File: src/rtl/xalu.sv
// Multiply/divide unit owning the architectural HI/LO registers (mult, multu, div, divu, mthi, mtlo).
// Latency: mult/multu 4 busy cycles (0 with XALU_FAST_MULT_EN), div/divu 32 busy cycles, mthi/mtlo 0.
// Backpressure: start is accepted only while busy=0 and flush=0; otherwise it is dropped.
module xalu (
    input  logic        clk,
    input  logic        reset,
    input  logic        start,
    input  logic [2:0]  op,
    input  logic [31:0] src_a,
    input  logic [31:0] src_b,
    input  logic        flush,
    output logic        busy,
    output logic [31:0] hi,
    output logic [31:0] lo
);

`ifdef XALU_FAST_MULT_EN
    localparam bit FastMult = 1'b1;
`else
    localparam bit FastMult = 1'b0;
`endif

    typedef enum logic [1:0] {IDLE, MUL, DIV} state_t;

    state_t      state, state_nxt;
    logic [4:0]  cnt;
    logic [31:0] quo;       // multiplicand magnitude for MUL, dividend/quotient shift register for DIV
    logic [31:0] mag_b;
    logic [31:0] rem;
    logic        neg_q;
    logic        neg_r;
    logic [31:0] pp_ll, pp_lh, pp_hl, pp_hh;
    logic [63:0] prod;

    logic        accept;
    logic        op_mul, op_div, op_sgn;
    logic [31:0] mag_a_in, mag_b_in;
    logic [63:0] fast_prod;
    logic [32:0] div_shift;
    logic        div_ge;
    logic [32:0] div_diff;
    logic [31:0] quo_nxt, rem_nxt;

    assign busy     = (state != IDLE);
    assign accept   = start && !busy && !flush;
    assign op_mul   = (op[2:1] == 2'b00);
    assign op_div   = (op[2:1] == 2'b01);
    assign op_sgn   = ~op[0];
    assign mag_a_in = (op_sgn && src_a[31]) ? -src_a : src_a;
    assign mag_b_in = (op_sgn && src_b[31]) ? -src_b : src_b;
    assign fast_prod = {{32{op_sgn & src_a[31]}}, src_a} * {{32{op_sgn & src_b[31]}}, src_b};

    // One restoring-division step on magnitudes; remainder always stays below the divisor.
    assign div_shift = {rem, quo[31]};
    assign div_ge    = (div_shift >= {1'b0, mag_b});
    assign div_diff  = div_shift - {1'b0, mag_b};
    assign rem_nxt   = div_ge ? div_diff[31:0] : div_shift[31:0];
    assign quo_nxt   = {quo[30:0], div_ge};

    always_ff @(posedge clk) begin
        if (reset) begin
            state <= IDLE;
        end else begin
            state <= state_nxt;
        end
    end

    always_comb begin
        state_nxt = state;
        case (state)
            IDLE: begin
                if (accept) begin
                    if (op_div) begin
                        state_nxt = DIV;
                    end else if (op_mul && !FastMult) begin
                        state_nxt = MUL;
                    end
                end
            end
            MUL:     if (cnt == 5'd3)  state_nxt = IDLE;
            DIV:     if (cnt == 5'd31) state_nxt = IDLE;
            default: state_nxt = IDLE;
        endcase
    end

    always_ff @(posedge clk) begin
        if (reset) begin
            hi    <= '0;
            lo    <= '0;
            cnt   <= '0;
            quo   <= '0;
            mag_b <= '0;
            rem   <= '0;
            neg_q <= 1'b0;
            neg_r <= 1'b0;
            pp_ll <= '0;
            pp_lh <= '0;
            pp_hl <= '0;
            pp_hh <= '0;
            prod  <= '0;
        end else begin
            case (state)
                IDLE: begin
                    if (accept) begin
                        cnt <= '0;
                        if (op_mul || op_div) begin
                            quo   <= mag_a_in;
                            mag_b <= mag_b_in;
                            rem   <= '0;
                            neg_q <= op_sgn & (src_a[31] ^ src_b[31]);
                            neg_r <= op_sgn & src_a[31];
                        end
                        if (op_mul && FastMult) begin
                            {hi, lo} <= fast_prod;
                        end
                        if (op == 3'd4) hi <= src_a;
                        if (op == 3'd5) lo <= src_a;
                    end
                end
                MUL: begin
                    cnt <= cnt + 5'd1;
                    // Four-stage product: partial products, sum, sign fix-up, commit.
                    case (cnt[1:0])
                        2'd0: begin
                            pp_ll <= 32'(quo[15:0])  * 32'(mag_b[15:0]);
                            pp_lh <= 32'(quo[15:0])  * 32'(mag_b[31:16]);
                            pp_hl <= 32'(quo[31:16]) * 32'(mag_b[15:0]);
                            pp_hh <= 32'(quo[31:16]) * 32'(mag_b[31:16]);
                        end
                        2'd1: prod <= {pp_hh, pp_ll} + {16'b0, pp_lh, 16'b0} + {16'b0, pp_hl, 16'b0};
                        2'd2: if (neg_q) prod <= -prod;
                        default: {hi, lo} <= prod;
                    endcase
                end
                DIV: begin
                    cnt <= cnt + 5'd1;
                    quo <= quo_nxt;
                    rem <= rem_nxt;
                    if (cnt == 5'd31) begin
                        lo <= (mag_b == 32'd0) ? 32'hFFFF_FFFF : (neg_q ? -quo_nxt : quo_nxt);
                        hi <= neg_r ? -rem_nxt : rem_nxt;
                    end
                end
                default: cnt <= '0;
            endcase
        end
    end

endmodule

File: config.mk
export PLATFORM = sky130hd
export DESIGN_NAME = xalu
export DESIGN_NICKNAME = d
export VERILOG_FILES = /design/src/rtl/xalu.sv
export SDC_FILE = /design/constraint.sdc
export NUM_CORES = 2
export LEC_CHECK = 0
export BUFFER_PORTS_ARGS = -buffer_cell sky130_fd_sc_hd__buf_4
export CORE_ASPECT_RATIO = 1.1
export CORE_MARGIN = 2
export CORE_UTILIZATION = 35
export DETAILED_ROUTE_END_ITERATION = 8
export SYNTH_ARGS = -nofsm -noshare
export SYNTH_HDL_FRONTEND = slang
export SYNTH_SLANG_ARGS = --single-unit
File: constraint.sdc
create_clock -name clk -period 10.1 [get_ports clk]
set_input_delay 1.01 -clock clk [delete_from_list [all_inputs] [get_ports clk]]
set_output_delay 1.01 -clock clk [all_outputs]
set_load 0.01 [all_outputs]
### Word-level counts from Yosys, hierarchy flattened

Index checks and enable logic that the tools add are counted.

| storage, ports and cells | value |
|---|---|
| register bits after elaboration | 361 |
| input port bits | 71 |
| output and inout bits | 65 |
| word-level logic and storage cells | 106 |

| cells by class | value |
|---|---|
| add/sub/neg operators | 9 |
| multipliers | 4 |
| magnitude comparators | 1 |
| equality and inequality tests | 18 |
| muxes and demuxes | 32 |
| bitwise gates (word level) | 4 |
| reductions and logical operators | 24 |

Operators by type and width:

| kind | number |
|---|---|
| 32-bit 2-to-1 mux | 18 |
| 32-bit one-hot mux with 3 select lines | 2 |
| 64-bit by 48-bit adder with 64-bit output | 2 |
| 16-bit by 16-bit multiplier with 32-bit output | 4 |
| 32-bit negator | 4 |
| 32-bit one-hot mux with 2 select lines | 2 |
| 64-bit one-hot mux with 2 select lines | 1 |
| 64-bit 2-to-1 mux | 1 |
| 64-bit negator | 1 |
| 33-bit by 32-bit greater-or-equal comparator with 1-bit output | 1 |
| 32-bit logical NOT | 1 |
| 32-bit subtractor | 1 |
| 2-bit != test (second input constant) | 8 |
| 2-bit 2-to-1 mux | 5 |
| 5-bit one-hot mux with 2 select lines | 1 |
| 5-bit AND reduction | 2 |
| 3-bit AND reduction | 3 |
| 2-bit by 1-bit equality test with 1-bit output (second input constant) | 3 |
| 3-bit equality test (second input constant) | 2 |
| 2-bit logical NOT | 3 |
| 2-bit one-hot mux with 3 select lines | 1 |
| 2-bit nonzero test | 3 |
| 5-bit by 1-bit adder with 5-bit output (second input constant) | 1 |
| 5-bit by 2-bit equality test with 1-bit output (second input constant) | 1 |
| 15 further kinds | 21 |

### Longest topological paths before layout

| logic depth | value |
|---|---|
| depth in word-level cells | 6 |
| depth in mapped cells | 27 |
| gate-level depth less buffers | 25 |

### Worst setup path before layout

No wires, ideal clock.

| path | value |
|---|---|
| path kind | reg2reg |
| from | register quo[25] |
| to | register pp_hl[31] |
| arrival time | 7122 ps |
| data required time | 9985 ps |
| path slack | 2863 ps |
| stages on the path, launching flop included | 27 |
| path buffers | 2 |
| clock period less this slack | 7237 ps |
| cell sequence | dfxtp_1 > clkbuf_1 > buf_1 > nand2_1 > fa_1 > fa_1 > inv_1 > fa_1 > inv_1 > fa_1 > inv_1 > fa_1 > inv_1 > fa_1 > inv_1 > ha_1 > and3_1 > a221oi_1 > inv_1 > a221o_1 > o31a_1 > a211oi_1 > o31ai_1 > a2111oi_0 > nor3_1 > or4_1 > and3_1 |

| between the ends | value |
|---|---|
| cells in the longest elaborated chain, start to end | 1 |

RTL lines:

| element | RTL line | text |
|---|---|---|
| start, declared | 27 | `logic [31:0] quo;` |
| start signal, assigned | 107 | `quo <= mag_a_in;` |
| start signal, assigned | 137 | `quo <= quo_nxt;` |
| 16-bit by 16-bit multiplier with 32-bit output | 127 | `pp_hl <= 32'(quo[31:16]) * 32'(mag_b[15:0]);` |
| end signal, assigned | 127 |  |
| end, declared | 32 | `logic [31:0] pp_ll, pp_lh, pp_hl, pp_hh;` |

Every way passes these cells.
A chain may end at the register's enable or synchronous reset.

### Worst setup path in the final report

| path | value |
|---|---|
| from | register mag_b[2] |
| to | register pp_hl[31] |

| between the ends | value |
|---|---|
| cells in the longest elaborated chain, start to end | 1 |

RTL lines:

| element | RTL line | text |
|---|---|---|
| start, declared | 28 | `logic [31:0] mag_b;` |
| start signal, assigned | 108 | `mag_b <= mag_b_in;` |
| 16-bit by 16-bit multiplier with 32-bit output | 127 |  |

Every way passes these cells.

==> flow_summary.toml <==
[status]
outcome = "finished clean"

[sta]
rsz0062_at_grt = "no"
setup_slack_ps = 1850
period_needed_ps = 8250
final_max_slew_viol_count = 0
tightest_slew_ps = 1310
relSlewSlack = 0.118
hold_violations = 0
setup_violations = 0
fin_crit_sh = 0.817
skew_ps = 57.2
fmax_mhz = 121
fin_setup_tns_ps = 0

[pwr]
combPwrFrac = 0.257
total_power_mw = 4.61
power_density_nw_per_um2 = 74.8
power_leakage_nw = 29.0
p_sw_frac = 0.374
ir_worst_vdd_mv = 0.127
power.share.sequential = 0.328
clkPwrFrac = 0.415
power.internal_mw = 2.89
p_sw_mw = 1.73

[global_route]
antenna_found_initial = 8
gr-usage-met1 = 0.329
met2_usage = 0.395
grt_max_degree = 80
use_met3 = 0.0428
busiest_layer = "met2"
grt_pass1_wl_mm = 319
track_usage = 0.255
grt_pass1_vias = 50000
gr-total-overflow = 0

[floorplanning]
die_w_um = 389
core_um2 = 162000
die_area_um2 = 166000
num_rows = 155
io_pins = 136
die_y_um = 427
initial_core_util = 0.352

[clocking]
clkSlewWorstSetupHoldPaths_ps = 70
clockRootBuffer = "clkbuf_16"
cts_buffers = 49
clock_latency_ps = 690
cts_resized = 0
cts_tree = "done"
htree_levels = 2
clock_path_buffers = 3
cts_hold_buf = 0
postCtsSetupBuffers = 0
clock-sinks = 361

[synth]
yosysMostFrequentCell = "nand2_1"
yosys_warnings = 0
syn-num-nets = 8459
syn_avg_cell_area_um2 = 8.05
syn_area_um2 = 57000
synthFlopType = "dfxtp_1"
synth.top_cell.area_share = 0.284
async_flop_share = 0
syn_inst = 7084
synth_top_area_cell = "fa_1"
yosys_register_bits = 361
synth.yosys.seq_area_share = 0.127
synth_edf_count = 0
synthTopCellsByArea = "fa_1 (28%), dfxtp_1 (13%), ha_1 (11%), nand2_1 (7.2%), inv_1 (6.4%)"
synthTopCellsByCount = "nand2_1 (1093), inv_1 (976), fa_1 (810)"
ys_types = 94

[drt]
num_vias = 50400
firstDrtPassIters = 8
drt-initial-drc-count = 4752
wire_per_inst_um = 23.4
detail-route-antenna-nets = 0
wl_mm = 213
viasPerCell = 5.54
drc = 0

[placement]
routabilityCongestion = 0.981
dp_hpwl_mm = 167
dp_cells = 9012
portBuffers = 135
place_ws_ps = 1880

[worst_setup_path]
cp-end-kind = "register"
worstReg2RegEnd = "pp_hl[31]$_SDFFE_PP0P_"
r2r-start = "mag_b[2]$_SDFFE_PP0P_"
cp_max_fo = 20
startpoint_type = "register"
worstRegToRegCells = 23
critPathRequiredTime_ps = 10690
path_class = "reg2reg"
arrival_ps = 8840
r2r_slack_ps = 1850

[finish]
finish.net_count = 8319
final_cells = 9106
drive_above_1_share = 0.0607
area_growth_pct = 8.17
fillers = 16800

[worst_hold_path]
hp-class = "reg2reg"
hold_path.startpoint = "pp_ll[16]$_SDFFE_PP0P_"
hold-path-cell-count = 2
holdPathEnd = "pp_ll[16]$_SDFFE_PP0P_"

[flow_run]
maxCapViolations = 0
## registers in the layout (all words and copies together), names as in the netlist, 5 cells and up
name   flops
prod      64
hi        32
lo        32
mag_b     32
pp_hh     32
pp_hl     32
pp_lh     32
pp_ll     32
quo       32
rem       32
cnt        5
## routing by layer
| layer | wire, um | part of all wire |
|---|---|---|
| met1 | 86500 | 0.41 |
| met2 | 92800 | 0.44 |
| met3 | 16900 | 0.079 |
| met4 | 17000 | 0.080 |
| met5 | 36 | 0.00017 |
## stage by stage
stage | area [um^2] | hold WS (ps) | util
after floorplan | 57000 | 429 | -
after global placement | 60000 | 444 | 0.370
after detailed placement | 60000 | 448 | 0.370
after CTS | 61700 | 454 | 0.381
after global routing | 61700 | 478 | 0.381
final | 61700 | 456 | 0.381
## placed cells by master, fill, tap and decap left out, types with 20 or more instances in the layout
master	instances
fa_1	810
a31oi_1	71
inv_1	976
clkbuf_16	49
o31ai_1	29
a211oi_1	62
nor2_1	431
and3_1	55
xnor2_1	186
or3_1	53
ha_1	490
nand3_1	79
a221oi_1	47
a21o_1	81
and2_1	442
nor3_1	122
nor4_1	31
a311oi_1	25
buf_4	256
nor2b_1	20
nand2_1	1091
a21oi_1	464
o211ai_1	36
xor2_1	69
nand4_1	24
dfxtp_1	354
o21ai_0	201
nand2b_1	34
## kinds of logic (layout without fill, tap and decap cells)
kind of cell,count (synthesis),after routing,synth area share
buf+inv,1428,1328,0.0947
mux,25,25,0.00452
flops,361,361,0.127
fa+ha+maj,1304,1304,0.393
xor+xnor,255,255,0.0392
simple gates,2503,2503,0.207
other cells,0,3,0
compound gates,1208,1208,0.135
## cell type report
| type | count | area (um^2) | area share |
|---|---|---|---|
| Multi-Input combinational cell | 5295 | 44500 | 0.721 |
| Sequential cell | 361 | 7240 | 0.117 |
| Inverter | 980 | 3680 | 0.0597 |
| Tap cell | 2119 | 2650 | 0.0430 |
| Timing Repair Buffer | 257 | 1940 | 0.0314 |
| Clock buffer | 58 | 1300 | 0.0211 |
| Clock inverter | 33 | 407 | 0.00659 |
| Antenna cell | 3 | 7.51 | 0.000122 |
## worst max-delay path by stage
stage	from	to	slack (ps)	depth (start not counted)
2_1_floorplan	quo[25]$_SDFFE_PP0P_	pp_hl[31]$_SDFFE_PP0P_	2860	26
3_3_place_gp	mag_b[2]$_SDFFE_PP0P_	pp_hl[31]$_SDFFE_PP0P_	1920	23
3_5_place_dp	mag_b[2]$_SDFFE_PP0P_	pp_hl[31]$_SDFFE_PP0P_	1880	23
4_1_cts	mag_b[2]$_SDFFE_PP0P_	pp_hl[31]$_SDFFE_PP0P_	1880	23
5_1_grt	mag_b[2]$_SDFFE_PP0P_	pp_hl[31]$_SDFFE_PP0P_	1440	23
6_report	mag_b[2]$_SDFFE_PP0P_	pp_hl[31]$_SDFFE_PP0P_	1850	23
## critical path: stages (launching register included)
cell       delay [ps]
dfxtp_1           930
buf_4             350
nand2_1           100
fa_1              520
fa_1              560
inv_1              60
fa_1              500
inv_1              60
fa_1              550
fa_1              440
fa_1              550
inv_1              60
ha_1              310
and3_1            200
a221oi_1          300
inv_1              80
a221o_1           480
o31a_1            360
a211oi_1          380
o31ai_1           190
a2111oi_0         440
nor3_1            130
or4_1             410
and3_1            200
## power by group through the flow
stage	registers (mW)	logic, mW	clock network (mW)
2_1_floorplan	1.50	0.734	0
3_3_place_gp	1.54	1.15	0
3_5_place_dp	1.54	1.16	0
4_1_cts	1.51	1.16	1.94
5_1_grt	1.51	1.27	2.00
6_report	1.51	1.19	1.92
(Power assumes the default switching activity.)
